## config.mk

```make
export PLATFORM = sky130hd
export DESIGN_NAME = mem_stage_flat
export DESIGN_NICKNAME = d
export VERILOG_FILES = /design/src/rtl/mem_stage_pkg.sv /design/src/rtl/mem_stage_if.sv /design/src/rtl/mem_stage_load_align.sv /design/src/rtl/mem_stage.sv /design/src/flat_wrapper.sv
export SDC_FILE = /design/constraint.sdc
export NUM_CORES = 1
export LEC_CHECK = 0
export CAP_MARGIN = 10
export CELL_PAD_IN_SITES_DETAIL_PLACEMENT = 0
export CELL_PAD_IN_SITES_GLOBAL_PLACEMENT = 1
export CORE_MARGIN = 2
export CORE_UTILIZATION = 33
export DETAILED_ROUTE_END_ITERATION = 8
export MAX_ROUTING_LAYER = met4
export PLACE_DENSITY_LB_ADDON = 0.1
export SLEW_MARGIN = 20
export SYNTH_ARGS = -nofsm -noshare
export SYNTH_HDL_FRONTEND = slang
export SYNTH_HIERARCHICAL = 1
export SYNTH_SLANG_ARGS = --single-unit
```

## constraint.sdc

```tcl
create_clock -name clk -period 2.4 [get_ports clk]
set_input_delay 0.24 -clock clk [delete_from_list [all_inputs] [get_ports clk]]
set_output_delay 0.24 -clock clk [all_outputs]
set_load 0.01 [all_outputs]
```

## src/rtl/mem_stage_pkg.sv

```systemverilog
// Shared RV32I types for the memory stage: opcodes, funct3 encodings, FSM states
// and the access-size decode used by both store masking and load extraction.
package mem_stage_pkg;

    typedef logic [31:0] rv32i_word;

    typedef enum logic [6:0] {
        op_lui   = 7'b0110111,
        op_auipc = 7'b0010111,
        op_jal   = 7'b1101111,
        op_jalr  = 7'b1100111,
        op_br    = 7'b1100011,
        op_load  = 7'b0000011,
        op_store = 7'b0100011,
        op_imm   = 7'b0010011,
        op_reg   = 7'b0110011,
        op_csr   = 7'b1110011
    } rv32i_opcode;

    typedef enum logic [2:0] {
        lb  = 3'b000,
        lh  = 3'b001,
        lw  = 3'b010,
        lbu = 3'b100,
        lhu = 3'b101
    } load_funct3_t;

    typedef enum logic [2:0] {
        sb = 3'b000,
        sh = 3'b001,
        sw = 3'b010
    } store_funct3_t;

    typedef enum logic {IDLE, WAIT} mem_state_t;

    typedef enum logic [1:0] {SZ_B, SZ_H, SZ_W} acc_size_t;

    // Any funct3 that is not a byte or half encoding is treated as a word access.
    function automatic acc_size_t acc_size(input logic is_store, input logic [2:0] funct3);
        acc_size_t sz;
        sz = SZ_W;
        if (is_store) begin
            if (funct3 == sb)      sz = SZ_B;
            else if (funct3 == sh) sz = SZ_H;
        end else begin
            if (funct3 == lb || funct3 == lbu)      sz = SZ_B;
            else if (funct3 == lh || funct3 == lhu) sz = SZ_H;
        end
        return sz;
    endfunction

endpackage

```

## src/rtl/mem_stage_if.sv

```systemverilog
// Data-cache request/response bus between the memory stage (master) and the cache (slave).
interface mem_stage_if;
    import mem_stage_pkg::*;

    rv32i_word   dmem_address;
    logic        dmem_read;
    logic        dmem_write;
    logic [3:0]  dmem_mbe;
    rv32i_word   dmem_wdata;
    rv32i_word   dmem_rdata;
    logic        dmem_resp;

    modport master (
        output dmem_address, dmem_read, dmem_write, dmem_mbe, dmem_wdata,
        input  dmem_rdata, dmem_resp
    );

    modport slave (
        input  dmem_address, dmem_read, dmem_write, dmem_mbe, dmem_wdata,
        output dmem_rdata, dmem_resp
    );

endinterface

```

## src/rtl/mem_stage_load_align.sv

```systemverilog
// Load extraction: selects byte/half/word from a cache word and sign/zero-extends it.
// Purely combinational, no backpressure.
module mem_stage_load_align
    import mem_stage_pkg::*;
(
    input  rv32i_word  rdata,
    input  logic [2:0] funct3,
    input  logic [1:0] addr_lo,
    output rv32i_word  data
);

    logic [7:0]  byte_v;
    logic [15:0] half_v;
    logic        sext;

    always_comb begin
        byte_v = rdata[{addr_lo, 3'b000} +: 8];
        half_v = addr_lo[1] ? rdata[31:16] : rdata[15:0];
        sext   = !funct3[2];
        data   = rdata;
        case (acc_size(1'b0, funct3))
            SZ_B:    data = {{24{sext & byte_v[7]}}, byte_v};
            SZ_H:    data = {{16{sext & half_v[15]}}, half_v};
            default: data = rdata;
        endcase
    end

endmodule

```

## src/rtl/mem_stage.sv

```systemverilog
// RV32I memory stage: issues cache loads/stores, holds the pipe until dmem_resp, registers writeback.
// Latency: non-memory ops 1 cycle; memory ops accept cycle + WAIT cycles up to resp, wb the cycle after.
// Backpressure: mem_stall freezes upstream until the resp edge. MISALIGN_TRAP_EN enables misalign traps.
module mem_stage
    import mem_stage_pkg::*;
(
    input  logic         clk,
    input  logic         rst,
    input  logic         in_valid,
    input  logic [6:0]   in_opcode,
    input  logic [2:0]   in_funct3,
    input  logic [4:0]   in_rd,
    input  logic         in_load_regfile,
    input  rv32i_word    in_pc,
    input  rv32i_word    in_alu_out,
    input  rv32i_word    in_rs2,
    output logic         mem_stall,
    mem_stage_if.master  dmem,
    output logic         wb_valid,
    output logic [4:0]   wb_rd,
    output logic         wb_load_regfile,
    output rv32i_word    wb_data,
    output rv32i_word    wb_pc,
    output logic         wb_misalign
);

    mem_state_t state_q, state_d;
    rv32i_word  addr_q, addr_d, pc_q, pc_d, wdata_q, wdata_d;
    logic [2:0] funct3_q, funct3_d;
    logic [4:0] rd_q, rd_d, wb_rd_q, wb_rd_d;
    logic [3:0] mbe_q, mbe_d;
    logic       load_regfile_q, load_regfile_d, rd_req_q, rd_req_d, wr_req_q, wr_req_d;
    logic       wb_valid_q, wb_valid_d, wb_lrf_q, wb_lrf_d, wb_mis_q, wb_mis_d;
    rv32i_word  wb_data_q, wb_data_d, wb_pc_q, wb_pc_d;

    logic       is_load, is_store;
    acc_size_t  sz;
    logic [1:0] a;
    logic [3:0] st_mbe;
    rv32i_word  st_wdata, load_data;

    assign is_load  = (in_opcode == op_load);
    assign is_store = (in_opcode == op_store);
    assign sz       = acc_size(is_store, in_funct3);
    assign a        = in_alu_out[1:0];

`ifdef MISALIGN_TRAP_EN
    logic misaligned;
    assign misaligned = (sz == SZ_H && a[0]) || (sz == SZ_W && a != 2'b00);
`endif

    mem_stage_load_align u_load_align (
        .rdata   (dmem.dmem_rdata),
        .funct3  (funct3_q),
        .addr_lo (addr_q[1:0]),
        .data    (load_data)
    );

    always_comb begin
        st_mbe   = 4'b1111;
        st_wdata = in_rs2;
        case (sz)
            SZ_B: begin
                st_mbe   = 4'b0001 << a;
                st_wdata = {4{in_rs2[7:0]}};
            end
            SZ_H: begin
                st_mbe   = 4'b0011 << {a[1], 1'b0};
                st_wdata = {2{in_rs2[15:0]}};
            end
            default: ;
        endcase
    end

    always_comb begin
        state_d        = state_q;
        addr_d         = addr_q;
        pc_d           = pc_q;
        wdata_d        = wdata_q;
        funct3_d       = funct3_q;
        rd_d           = rd_q;
        mbe_d          = mbe_q;
        load_regfile_d = load_regfile_q;
        rd_req_d       = rd_req_q;
        wr_req_d       = wr_req_q;
        wb_valid_d     = 1'b0;
        wb_rd_d        = wb_rd_q;
        wb_lrf_d       = wb_lrf_q;
        wb_mis_d       = wb_mis_q;
        wb_data_d      = wb_data_q;
        wb_pc_d        = wb_pc_q;
        mem_stall      = 1'b0;

        case (state_q)
            IDLE: begin
                if (in_valid) begin
                    if (!(is_load || is_store)) begin
                        wb_valid_d = 1'b1;
                        wb_rd_d    = in_rd;
                        wb_lrf_d   = in_load_regfile;
                        wb_mis_d   = 1'b0;
                        wb_data_d  = in_alu_out;
                        wb_pc_d    = in_pc;
                    end
`ifdef MISALIGN_TRAP_EN
                    else if (misaligned) begin
                        wb_valid_d = 1'b1;
                        wb_rd_d    = in_rd;
                        wb_lrf_d   = 1'b0;
                        wb_mis_d   = 1'b1;
                        wb_data_d  = in_alu_out;
                        wb_pc_d    = in_pc;
                    end
`endif
                    else begin
                        mem_stall      = 1'b1;
                        state_d        = WAIT;
                        addr_d         = in_alu_out;
                        pc_d           = in_pc;
                        funct3_d       = in_funct3;
                        rd_d           = in_rd;
                        load_regfile_d = in_load_regfile;
                        mbe_d          = is_load ? 4'b1111 : st_mbe;
                        wdata_d        = is_load ? in_rs2 : st_wdata;
                        rd_req_d       = is_load;
                        wr_req_d       = !is_load;
                    end
                end
            end
            WAIT: begin
                // Releasing the stall on the resp cycle lets the next instruction land in IDLE.
                mem_stall = !dmem.dmem_resp;
                if (dmem.dmem_resp) begin
                    state_d    = IDLE;
                    rd_req_d   = 1'b0;
                    wr_req_d   = 1'b0;
                    wb_valid_d = 1'b1;
                    wb_rd_d    = rd_q;
                    wb_lrf_d   = rd_req_q & load_regfile_q;
                    wb_mis_d   = 1'b0;
                    wb_data_d  = rd_req_q ? load_data : addr_q;
                    wb_pc_d    = pc_q;
                end
            end
            default: state_d = IDLE;
        endcase
    end

    always_ff @(posedge clk) begin
        if (!rst) begin
            state_q        <= IDLE;
            addr_q         <= '0;
            pc_q           <= '0;
            wdata_q        <= '0;
            funct3_q       <= '0;
            rd_q           <= '0;
            mbe_q          <= '0;
            load_regfile_q <= 1'b0;
            rd_req_q       <= 1'b0;
            wr_req_q       <= 1'b0;
            wb_valid_q     <= 1'b0;
            wb_rd_q        <= '0;
            wb_lrf_q       <= 1'b0;
            wb_mis_q       <= 1'b0;
            wb_data_q      <= '0;
            wb_pc_q        <= '0;
        end else begin
            state_q        <= state_d;
            addr_q         <= addr_d;
            pc_q           <= pc_d;
            wdata_q        <= wdata_d;
            funct3_q       <= funct3_d;
            rd_q           <= rd_d;
            mbe_q          <= mbe_d;
            load_regfile_q <= load_regfile_d;
            rd_req_q       <= rd_req_d;
            wr_req_q       <= wr_req_d;
            wb_valid_q     <= wb_valid_d;
            wb_rd_q        <= wb_rd_d;
            wb_lrf_q       <= wb_lrf_d;
            wb_mis_q       <= wb_mis_d;
            wb_data_q      <= wb_data_d;
            wb_pc_q        <= wb_pc_d;
        end
    end

    assign dmem.dmem_address = {addr_q[31:2], 2'b00};
    assign dmem.dmem_read    = rd_req_q;
    assign dmem.dmem_write   = wr_req_q;
    assign dmem.dmem_mbe     = mbe_q;
    assign dmem.dmem_wdata   = wdata_q;

    assign wb_valid        = wb_valid_q;
    assign wb_rd           = wb_rd_q;
    assign wb_load_regfile = wb_lrf_q;
    assign wb_data         = wb_data_q;
    assign wb_pc           = wb_pc_q;
    assign wb_misalign     = wb_mis_q;

endmodule

```

## src/flat_wrapper.sv

```systemverilog
// flat-port wrapper written by rule: the top's interface ports become plain ports
module mem_stage_flat import mem_stage_pkg::*;
  (clk, rst, in_valid, in_opcode, in_funct3, in_rd, in_load_regfile, in_pc, in_alu_out, in_rs2, mem_stall, wb_valid, wb_rd, wb_load_regfile, wb_data, wb_pc, wb_misalign, dmem_dmem_address, dmem_dmem_read, dmem_dmem_write, dmem_dmem_mbe, dmem_dmem_wdata, dmem_dmem_rdata, dmem_dmem_resp);
  mem_stage_if dmem_i ();
  input  logic clk;
  input  logic rst;
  input  logic in_valid;
  input  logic [6:0] in_opcode;
  input  logic [2:0] in_funct3;
  input  logic [4:0] in_rd;
  input  logic in_load_regfile;
  input  rv32i_word in_pc;
  input  rv32i_word in_alu_out;
  input  rv32i_word in_rs2;
  output logic mem_stall;
  output logic wb_valid;
  output logic [4:0] wb_rd;
  output logic wb_load_regfile;
  output rv32i_word wb_data;
  output rv32i_word wb_pc;
  output logic wb_misalign;
  output wire logic [$bits(dmem_i.dmem_address)-1:0] dmem_dmem_address;
  output wire logic [$bits(dmem_i.dmem_read)-1:0] dmem_dmem_read;
  output wire logic [$bits(dmem_i.dmem_write)-1:0] dmem_dmem_write;
  output wire logic [$bits(dmem_i.dmem_mbe)-1:0] dmem_dmem_mbe;
  output wire logic [$bits(dmem_i.dmem_wdata)-1:0] dmem_dmem_wdata;
  input wire logic [$bits(dmem_i.dmem_rdata)-1:0] dmem_dmem_rdata;
  input wire logic [$bits(dmem_i.dmem_resp)-1:0] dmem_dmem_resp;
  assign dmem_dmem_address = dmem_i.dmem_address;
  assign dmem_dmem_read = dmem_i.dmem_read;
  assign dmem_dmem_write = dmem_i.dmem_write;
  assign dmem_dmem_mbe = dmem_i.dmem_mbe;
  assign dmem_dmem_wdata = dmem_i.dmem_wdata;
  assign dmem_i.dmem_rdata = dmem_dmem_rdata;
  assign dmem_i.dmem_resp = dmem_dmem_resp;
  mem_stage u_core (.clk(clk), .rst(rst), .in_valid(in_valid), .in_opcode(in_opcode), .in_funct3(in_funct3), .in_rd(in_rd), .in_load_regfile(in_load_regfile), .in_pc(in_pc), .in_alu_out(in_alu_out), .in_rs2(in_rs2), .mem_stall(mem_stall), .dmem(dmem_i), .wb_valid(wb_valid), .wb_rd(wb_rd), .wb_load_regfile(wb_load_regfile), .wb_data(wb_data), .wb_pc(wb_pc), .wb_misalign(wb_misalign));
endmodule
```

## Word-level counts from Yosys, hierarchy flattened

Index checks and enable logic that the tools add are counted.

| storage, ports and cells | value |
|---|---|
| bits in registers | 184 |
| bits in latches | 0 |
| memory bits (writable) | 0 |
| bits in read-only memories | 0 |
| output and inout bits | 143 |
| word-level logic and storage cells | 101 |
| memories kept | 0 |

| cells by class | value |
|---|---|
| add/subtract/negate cells | 0 |
| multipliers | 0 |
| divide/modulo/power cells | 0 |
| $lt $le $gt $ge | 0 |
| equal/unequal tests | 14 |
| shifts and indexed selects | 3 |
| multiplexer cells | 49 |
| bitwise operators | 4 |
| reductions and logical operators | 15 |

Operators by type and width:

| operator | number |
|---|---|
| 32-bit two-way mux | 8 |
| 32-bit one-hot mux with 2 select lines | 4 |
| 32-bit by 6-bit indexed part select with 8-bit output | 1 |
| 1-bit two-way mux | 16 |
| 16-bit two-way mux | 1 |
| 5-bit two-way mux | 3 |
| 2-bit two-way mux | 7 |
| 1-bit one-hot mux with 2 select lines | 7 |
| 3-bit equality test (second input constant) | 4 |
| 5-bit one-hot mux with 2 select lines | 1 |
| 3-bit AND reduction | 3 |
| 4-bit one-hot mux with 2 select lines | 1 |
| 7-bit by 2-bit equality test with 1-bit output (second input constant) | 1 |
| 7-bit by 6-bit equality test with 1-bit output (second input constant) | 1 |
| 3-bit by 1-bit equality test with 1-bit output (second input constant) | 2 |
| 3-bit logical NOT | 2 |
| 2-bit inequality test (second input constant) | 3 |
| 1-bit logical OR | 5 |
| 2-bit by 1-bit equality test with 1-bit output (second input constant) | 2 |
| 2-bit logical NOT | 2 |
| 4-bit two-way mux | 1 |
| 1-bit by 2-bit << shifter with 4-bit output (first input constant) | 1 |
| 2-bit by 2-bit << shifter with 4-bit output (first input constant) | 1 |
| 1-bit AND | 3 |
| 3 further kinds | 5 |

## Depth between registers and ports, before layout

| depth | value |
|---|---|
| depth after elaboration | 9 |
| gate-level depth with buffers | 9 |
| mapped depth without buffers | 7 |

## Modules after synthesis

The synthesis kept the hierarchy.

Modules (own cells, without submodules):

| module | times used | cells an instance | area an instance (um2) | seq. area each (um2) |
|---|---|---|---|---|
| mem_stage | 1 | 988 | 8114.0 | 3663.5 |
| mem_stage_load_align | 1 | 104 | 739.5 | 0.0 |

## Worst setup path before layout

OpenSTA, ideal clock, no wires.

| timing path | value |
|---|---|
| path kind | reg2out |
| start point | register u_core.state_q |
| end point | output port mem_stall |
| arrival | 1.742 ns |
| required time | 2.160 ns |
| path slack | 0.418 ns |
| cell stages (with the launch flop) | 8 |
| cell sequence | dfxtp_1 buf_2 or4b_1 buf_2 or2_1 buf_2 clkbuf_1 nand2_1 |

| between the ends | value |
|---|---|
| word-level cells in the longest chain between the ends | 2 |

Ends and longest elaborated chain:

| what | line | RTL |
|---|---|---|
| from (decl) | mem_stage.sv:27 | `mem_state_t state_q, state_d;` |
| from (signal assigned) | mem_stage.sv:168 | `state_q <= state_d;` |
| 1-bit NOT (no source line) | -- |  |
| 1-bit one-hot mux with 2 select lines (*) | mem_stage.sv:94 | `case (state_q)` |
| to (decl) | flat_wrapper.sv:15 | `output logic mem_stall;` |

Mark *: on every way between the ends. The rest lies on a longest branch, timed or not.

## Worst setup path in the final report

Ends and elaborated chain as after synthesis.

==> run metrics <==
run status=complete, no violations; largest area contributor in the netlist=dfxtp_1; Net count, final=1,456; vias per cell=5.203; cell with the most instances after synthesis=nand2_1; clk slew on worst S/H paths=0.08 ns; DP Wirelength=21,530 µm; WL/cell=19.40 µm; Hold Worst Slack=0.2250 ns; Worst-Skew Late Latency=0.43 ns; top-area cell type share of the netlist area=41.38%; RSZ-0062 raised after global routing=no; nature of the critical path endpoint=output pin; Antenna Nets Post-Route=0; met1 WL=14,500 µm; top_reg_cell synth=dfxtp_1; pin count of the biggest net entering global routing=71; number of gates resized after cts=1; met2 wire length=15,110 µm; Max-slew headroom=49.84%; Setup Viol. Count Final=0; CTS tree=built; crit-path cells=or4b_1 > or2_4 > nand2_1 > dlygate4sd2_1; Worst-Margin Slew=0.7426 ns; via count=8,621; fin. max-slew vios=0; worst-path maximum fanout=2; Period Utilization, post-route=94.90%; share of post-route cells with drive strength above 1=7.116%; CP peak stage delay=0.57 ns; highest clock rate=0.4390 GHz; DRT Wirelength=32,140 µm; CTS Buf Count=17; number of port buffers=287; Synth top cells by count=nand2_1 (227), dfxtp_1 (183), mux2i_1 (101); drt first-iter violations=484; Area growth, synth to finish=42.40%; Post-Syn Area per Cell=8.108 µm²; DR top layer=met4; cts hold-fix bufs=0; Met3 Wirelength=1908 µm; clock buffer depth=2; GRT overflow=0; Rows=59; Yosys cell types=49; worst vdd ir=0.0003899 V; CTS H-tree lvls=4; first-pass GRT wire length=49,300 µm; EDFF count, synth=0; drt pass-1 iters=5; Final Util=48.11%; Setup CP Type=flop to output pin; final hold viol count=0; Ys Warns=6; synthesized area=8853 µm²; HP Class=primary input to flop; pre-CTS setup slack=0.0001441 ns; Filler cells=2,569; critical path required time=2.16 ns; buffer count from post-CTS setup fixing=0; GRT Total Usage=22.98%; Placeable Area=26,210 µm²; dpl cells=1,624; Power Dens Cells=559.8 nW/µm²; die area=28,160 µm²; Setup crit start kind=flop; clk sinks=183; register bit total from synthesis=183; post-synthesis sequential area ratio=41.38%; clock skew=0.01542 ns; Crit path arrival time=2.04 ns; leakage=4.109 nW; final worst slack=0.1223 ns; Post-Layout Cell Count=1,657; antenna violations before repair=1; asr flop ratio synth=0%; Placed Area=12,000 µm²; num ports=291; Die W=167.8 µm; Initial Utilization=33.78%; Tmin final=2.278 ns; synthesized instance count=1,092; Max Cap Viol=0; vias in the first global route=8,437; slowest CP cell=or4b_1; Finished Cell Area=12,610 µm²; largest cells by area after synthesis=dfxtp_1 (41%), mux2i_1 (11%), nand2_1 (9.6%); CTS root buffer=clkbuf_16; gpl congestion=0.8735; die height=167.8 µm; DRC=0
-- layer usage --
metal	track usage, %	up-vias
met5	-	-
met4	6.654	0
met3	5.172	33
met2	36.29	269
met1	29.56	4062
li1	-	4257
-- final timing paths --
check / depth (start not counted) / from / end / slack (ns)
worst max-delay path: 4 / u_core/state_q / mem_stall / 0.12
worst min-delay path: 3 / rst / u_core/addr_q[3] / 0.23
worst max register to register: 10 / u_core/addr_q[1] / u_core/wb_data[28] / 0.27
worst min register to register: 2 / u_core/pc_q[24] / u_core/pc_q[24] / 0.45
-- flip-flops by register name (all words and copies together) (netlist names), 3 cells and up --
| signal | count |
|---|---|
| u_core/pc_q | 32 |
| u_core/wb_rd | 5 |
| u_core/wb_pc | 32 |
| u_core/funct3_q | 3 |
| u_core/dmem.dmem_wdata | 32 |
| u_core/addr_q | 32 |
| u_core/wb_data | 32 |
| u_core/dmem.dmem_mbe | 4 |
| u_core/rd_q | 5 |
-- power by group --
part / total [W] / internal (W) / switching [W]
logic: 0.000963 / 0.000523 / 0.000440
registers: 0.00318 / 0.00312 / 0.0000572
clock network: 0.00291 / 0.00151 / 0.00141
total: 0.00706 / 0.00515 / 0.00191
-- stage by stage --
| stage | power (W) | TNS (ns) |
|---|---|---|
| after floorplan | 0.003605 | 0 |
| after global placement | 0.004221 | -0.005990 |
| after detailed placement | 0.004218 | 0 |
| after CTS | 0.007158 | 0 |
| after global routing | 0.007359 | 0 |
| final | 0.007057 | 0 |
-- cell families (layout without fill, tap and decap cells) --
family | count (synthesis) | count (layout) | synth area share, %
AO/OA/AOI/OAI | 308 | 308 | 21.61
buffers and inverters | 138 | 365 | 7.617
flip-flops | 183 | 183 | 41.38
multiplexers | 103 | 103 | 11.80
other | 1 | 4 | 0.04236
AND/OR/NAND/NOR | 359 | 359 | 17.55
-- final cells by class --
class | count | area [µm²] | area share [%]
Antenna cell | 1 | 2.502 | 0.01985
Clock buffer | 17 | 425.4 | 3.374
Clock inverter | 15 | 183.9 | 1.459
Inverter | 4 | 20.02 | 0.1588
Multi-Input combinational cell | 773 | 4556 | 36.14
Sequential cell | 183 | 3669 | 29.10
Tap cell | 335 | 419.2 | 3.325
Timing Repair Buffer | 329 | 3332 | 26.43
-- worst max-delay path, delay by kind of cell (launching register included) --
family,cells,cell delay (ns)
buffers and inverters,1,0.31
DFF,1,0.37
and+or+nand+nor,3,0.94
-- layout by cell type, fill, tap and decap left out, types with 4 or more instances in the layout --
cell             count
a21oi_1             93
o22a_1               7
clkbuf_16           17
nor2_1              46
dfxtp_1            181
nor3_1              40
a221o_1              8
nand2_1            227
o211ai_1             8
a31oi_1              8
buf_12              12
or4_1                7
clkdlybuf4s50_1    285
nor2b_1             10
o21ai_0             87
inv_8                5
nand2b_1             4
buf_4               30
a22o_1               9
a211oi_1            76
nand3_1              6
mux2i_1            101
Power figures use the tool's default switching activity.
